==> config.mk <==
export PLATFORM = sky130hd
export DESIGN_NAME = slot_sensor_debouncer
export DESIGN_NICKNAME = d
export VERILOG_FILES = /design/src/rtl/slot_sensor_debouncer.sv
export SDC_FILE = /design/constraint.sdc
export NUM_CORES = 1
export LEC_CHECK = 0
export CAP_MARGIN = 20
export CORE_ASPECT_RATIO = 0.6
export CORE_MARGIN = 2
export CORE_UTILIZATION = 49
export CTS_BUF_LIST = sky130_fd_sc_hd__clkbuf_4 sky130_fd_sc_hd__clkbuf_8 sky130_fd_sc_hd__clkbuf_16
export DETAILED_ROUTE_END_ITERATION = 6
export GPL_ROUTABILITY_DRIVEN = 0
export PLACE_DENSITY = 0.82
export RECOVER_POWER = 50
export SYNTH_ARGS = -nofsm -noshare
export SYNTH_HDL_FRONTEND = slang
export SYNTH_HIERARCHICAL = 1
export SYNTH_SLANG_ARGS = --single-unit
==> constraint.sdc <==
create_clock -name clk -period 3.9 [get_ports clk]
set_input_delay 0.975 -clock clk [delete_from_list [all_inputs] [get_ports clk]]
set_output_delay 0.975 -clock clk [all_outputs]
set_load 0.1 [all_outputs]
==> src/rtl/slot_sensor_debouncer.sv <==
// Per-slot sensor debouncer: prescaled sample tick, per-slot persistence counters,
// arrive/depart pulses, occupied count and startup ready. Define SENSOR_SYNC_EN for 2-flop input sync.
module slot_sensor_debouncer_lane #(
  parameter int DB_TICKS = 8,
  parameter int DBW      = 3
) (
  input  logic clk,
  input  logic rst_n,
  input  logic s,
  input  logic tick,
  output logic car,
  output logic arrive,
  output logic depart
);
  logic [DBW-1:0] cnt;

  always_ff @(posedge clk or negedge rst_n) begin
    if (!rst_n) begin
      cnt    <= '0;
      car    <= 1'b0;
      arrive <= 1'b0;
      depart <= 1'b0;
    end else begin
      arrive <= 1'b0;
      depart <= 1'b0;
      // Any cycle back at the accepted level throws away the partial count.
      if (s == car) begin
        cnt <= '0;
      end else if (tick) begin
        if (cnt == DBW'(DB_TICKS - 1)) begin
          car    <= s;
          cnt    <= '0;
          arrive <= s;
          depart <= ~s;
        end else begin
          cnt <= cnt + 1'b1;
        end
      end
    end
  end
endmodule

module slot_sensor_debouncer #(
  parameter int N_SLOTS  = 15,
  parameter int TICK_DIV = 100000,
  parameter int DB_TICKS = 8,
  parameter int CNT_W    = $clog2(N_SLOTS + 1)
) (
  input  logic               clk,
  input  logic               rst_n,
  input  logic [N_SLOTS-1:0] sensor_raw,
  output logic [N_SLOTS-1:0] cars,
  output logic [N_SLOTS-1:0] arrive,
  output logic [N_SLOTS-1:0] depart,
  output logic [CNT_W-1:0]   occupied_count,
  output logic               ready
);
  localparam int PW  = $clog2(TICK_DIV);
  localparam int DBW = (DB_TICKS > 1) ? $clog2(DB_TICKS) : 1;

  logic [N_SLOTS-1:0] s;
  logic [PW-1:0]      presc;
  logic               tick;
  logic [DBW-1:0]     rdy_cnt;
  logic [CNT_W-1:0]   pop;

`ifdef SENSOR_SYNC_EN
  logic [N_SLOTS-1:0] sync1, sync2;
  always_ff @(posedge clk or negedge rst_n) begin
    if (!rst_n) begin
      sync1 <= '0;
      sync2 <= '0;
    end else begin
      sync1 <= sensor_raw;
      sync2 <= sync1;
    end
  end
  assign s = sync2;
`else
  assign s = sensor_raw;
`endif

  assign tick = (presc == PW'(TICK_DIV - 1));

  always_ff @(posedge clk or negedge rst_n) begin
    if (!rst_n) presc <= '0;
    else if (tick) presc <= '0;
    else presc <= presc + 1'b1;
  end

  // Settle window: same DB_TICKS tick budget a slot needs to accept a level.
  always_ff @(posedge clk or negedge rst_n) begin
    if (!rst_n) begin
      rdy_cnt <= '0;
      ready   <= 1'b0;
    end else if (tick && !ready) begin
      if (rdy_cnt == DBW'(DB_TICKS - 1)) ready <= 1'b1;
      else rdy_cnt <= rdy_cnt + 1'b1;
    end
  end

  slot_sensor_debouncer_lane #(.DB_TICKS(DB_TICKS), .DBW(DBW)) u_lane [N_SLOTS-1:0] (
    .clk    (clk),
    .rst_n  (rst_n),
    .s      (s),
    .tick   (tick),
    .car    (cars),
    .arrive (arrive),
    .depart (depart)
  );

  always_comb begin
    pop = '0;
    for (int i = 0; i < N_SLOTS; i++) pop = pop + CNT_W'(cars[i]);
  end

  always_ff @(posedge clk or negedge rst_n) begin
    if (!rst_n) occupied_count <= '0;
    else occupied_count <= pop;
  end
endmodule
==> results_dict.tcl <==
set metrics [dict create \
    timing.reg2reg.worst_path_depth 8 \
    cp_data_required_time_ns 4.19 \
    max_slew_headroom_at_the_worst_pin_pct -8.49 \
    post-place-cells 639 \
    clk_pin_slew_ns 0.05 \
    yosys.area_share.adder_pct 11.9 \
    r2r_slack_ns 0.30 \
    grt_util_all_layers_pct 18.8 \
    fin_crit_sh_pct 92.2 \
    measured_slew_at_the_worst_slew_check_pin_ns 1.63 \
    synth_area_um2 5350 \
    syn_avg_cell_area_um2 12.4 \
    diodes 0 \
    synth_to_layout_area_growth_pct 27.1 \
    final_net_count 581 \
    via_per_inst 5.15 \
    firstDrtPassIters 4 \
    setup_viol 0 \
    area_enclosed_by_the_die_boundary_um2 11800 \
    run_status "complete, but fails checks" \
    drcViolationCount 0 \
    synthArstFlopShare_pct 100 \
    postCtsResizedCells 0 \
    port-buffer-count 66 \
    post_route_cells_drive_above_1_share_pct 11.7 \
    hold_path.class "reg2reg" \
    synth-edff-count 0 \
    syn_inst 432 \
    cp_max_fo 6 \
    worstSkewPairLatency_ns 0.42 \
    synth-seq-area-share_pct 53.8 \
    initial_core_utilization_pct 50.5 \
    ir_worst_vdd_mv 0.332 \
    worstHoldStart "rdy_cnt[0]$_DFFE_PN0P_" \
    maxClockFrequency_ghz 0.278 \
    antenna_found_initial 0 \
    cts-hold-fix-buffers 0 \
    hpwl_mm 7.02 \
    synth_ff_type "dfrtp_1" \
    fp.dieH_um 84.9 \
    power_density_nw_per_um2 495 \
    layout.filler_cells 771 \
    final.min_clock_period_ns 3.60 \
    synthesized_area_fraction_occupied_by_xor_and_xnor_cells_pct 4.91 \
    report.final.slew_viol_count 67 \
    hold-path-cell-count 1 \
    global_route_wire_length_before_repair_mm 17.2 \
    total_power_mw 3.36 \
    post_synthesis_compound_gate_area_fraction_pct 2.04 \
    maxCapViolations 1 \
    r2r-start "u_lane[5]/car$_DFFE_PN0P_" \
    vias_in_the_first_global_route 3594 \
    max_clock_skew_ns 0.0191 \
    clock-root-buffer "clkbuf_16" \
    regArea_um2 2890 \
    detail_route.wl_per_cell_um 15.1 \
    worstReg2RegEnd "occupied_count[1]$_DFF_PN0_" \
    boundaryPins 67 \
    core_region_area_um2 10600 \
    drtIter0Drc 160 \
    failed_checks "max-capacitance violations, max-slew violations" \
    syn-num-nets 494 \
    clock_sink_count 115 \
    path_class "reg2reg" \
    vias 3454 \
    yosys_warnings 6 \
    grt_setup_unrepaired "false" \
    count_of_nets_left_with_antenna_violations_after_detail_routing 0 \
    synth.mux.area_fraction_pct 9.41 \
    tritoncts "built" \
    die_width_um 139 \
    multi_input_comb_area_um2 2360 \
    setup_buffers_after_cts 0 \
    min_delay_worst_endpoint "rdy_cnt[0]$_DFFE_PN0P_" \
    synth_simple_gate_area_share_pct 16.2 \
    cts_htree_levels 4 \
    worst_ep_arrival_time_ns 3.89 \
    yosys_register_bits 115 \
    ctsLongestPathBuffers 2 \
    power_leakage_nw 3.10 \
    critical_path.startpoint_type "flip-flop" \
    finalHoldViolations 0 \
    finish.cell_count_without_fillers 671 \
    endpoint_kind "flip-flop" \
    setup_tns_ns 0 \
    grt_max_degree 72 \
    synth_top_family_by_area "simple AND/OR/NAND/NOR gates" \
    synth.lib_cells_used.distinct 31 \
    routed_wl_mm 10.2 \
    floorplan.rows 29 \
    grt.overflow.total 0 \
    tritoncts.num_buffers 17 \
]
placed cells by master (no fill, tap or decap), drive strengths merged, types with 5 or more instances in the layout:
cell type / synthesis / routed
dfrtp: 115 / 115
or3b: 15 / 15
mux2: 18 / 18
xor2: 6 / 6
nand2b: 16 / 16
inv: 23 / 23
nor3b: 30 / 30
clkdlybuf4s50: 0 / 64
nand3: 7 / 7
clkbuf: 0 / 26
xnor2: 24 / 24
nor2: 44 / 44
mux2i: 30 / 30
fa: 10 / 10
ha: 35 / 35
a21oi: 17 / 17
clkinv: 0 / 5
nand2: 24 / 24
kinds of logic after synthesis:
kind of cell,count (synthesis)
xor+xnor,30
flops,115
buf+inv,24
compound gates,20
simple gates,150
fa+ha+maj,45
mux,48
registers in the layout, indices dropped and copies added (netlist names):
signal / cells
u_lane/cnt: 45
presc: 17
u_lane/arrive: 15
u_lane/car: 15
u_lane/depart: 15
occupied_count: 4
rdy_cnt: 3
ready: 1
critical path, stage by stage (launching register included):
cell and delay (ns):
dfrtp_2 0.45, fa_1 0.55, inv_1 0.05, fa_1 0.48, fa_1 0.55, fa_1 0.43
fa_1 0.41, fa_1 0.51, inv_1 0.05
metal layers:
metal	up-vias	wire (µm)	GRT usage, %
met2	61	4810	29.6
met3	12	519	7.67
li1	1657	-	-
met5	-	0	0
met4	0	124	7.53
met1	1724	4710	23.4
synth_stat cells, types with 2 or more instances:
| cell | number | share of area, % |
|---|---|---|
| inv_1 | 23 | 1.6 |
| or3b_1 | 15 | 2.5 |
| fa_1 | 10 | 3.7 |
| mux2i_1 | 30 | 5.6 |
| nand2b_1 | 16 | 1.9 |
| nand3_1 | 6 | 0.56 |
| xnor2_1 | 24 | 3.9 |
| xor2_1 | 6 | 0.98 |
| or4_4 | 2 | 0.42 |
| dfrtp_1 | 115 | 54 |
| mux2_2 | 15 | 3.2 |
| nor4_1 | 3 | 0.35 |
| a21oi_1 | 16 | 1.5 |
| mux2_1 | 3 | 0.63 |
| nor2b_1 | 2 | 0.23 |
| ha_1 | 35 | 8.2 |
| nor2_1 | 44 | 3.1 |
| nor3_1 | 2 | 0.19 |
| nor3b_1 | 30 | 4.2 |
| nand2_1 | 24 | 1.7 |
cell type report:
class / count / share of cell area [%]
flip-flops and latches: 115 / 42.5
well taps: 139 / 2.56
multi-input cells: 293 / 34.7
clock buffers: 23 / 7.29
inverters: 23 / 1.27
clock inverters: 9 / 1.86
repair buffers: 69 / 9.85
power breakdown:
group | switching [mW] | internal, mW | leakage [nW]
Sequential | 0.0259 | 1.23 | 1.54
Clock | 0.523 | 1.08 | 0.310
Combinational | 0.357 | 0.149 | 1.25
worst max path at each step:
stage | slack (ns) | from | end
floorplan | 0.09 | u_lane[0]/car$_DFFE_PN0P_ | occupied_count[2]$_DFF_PN0_
global placement | 0.41 | u_lane[5]/car$_DFFE_PN0P_ | occupied_count[1]$_DFF_PN0_
detailed placement | 0.30 | u_lane[5]/car$_DFFE_PN0P_ | occupied_count[1]$_DFF_PN0_
CTS | 0.29 | u_lane[5]/car$_DFFE_PN0P_ | occupied_count[1]$_DFF_PN0_
global route | 0.18 | u_lane[5]/car$_DFFE_PN0P_ | occupied_count[1]$_DFF_PN0_
finish | 0.30 | u_lane[5]/car$_DFFE_PN0P_ | occupied_count[1]$_DFF_PN0_
through the flow:
step	hold WS, ns	cell area, µm²	util (%)	worst slack (ns)
2_1_floorplan	0.433	5350	-	0.0934
3_3_place_gp	0.445	6220	58.7	0.406
3_5_place_dp	0.466	6220	58.7	0.301
4_1_cts	0.482	6840	64.5	0.291
5_1_grt	0.503	6790	64.1	0.181
6_report	0.481	6790	64.1	0.305
No activity file was read; power rests on OpenSTA's default activity.
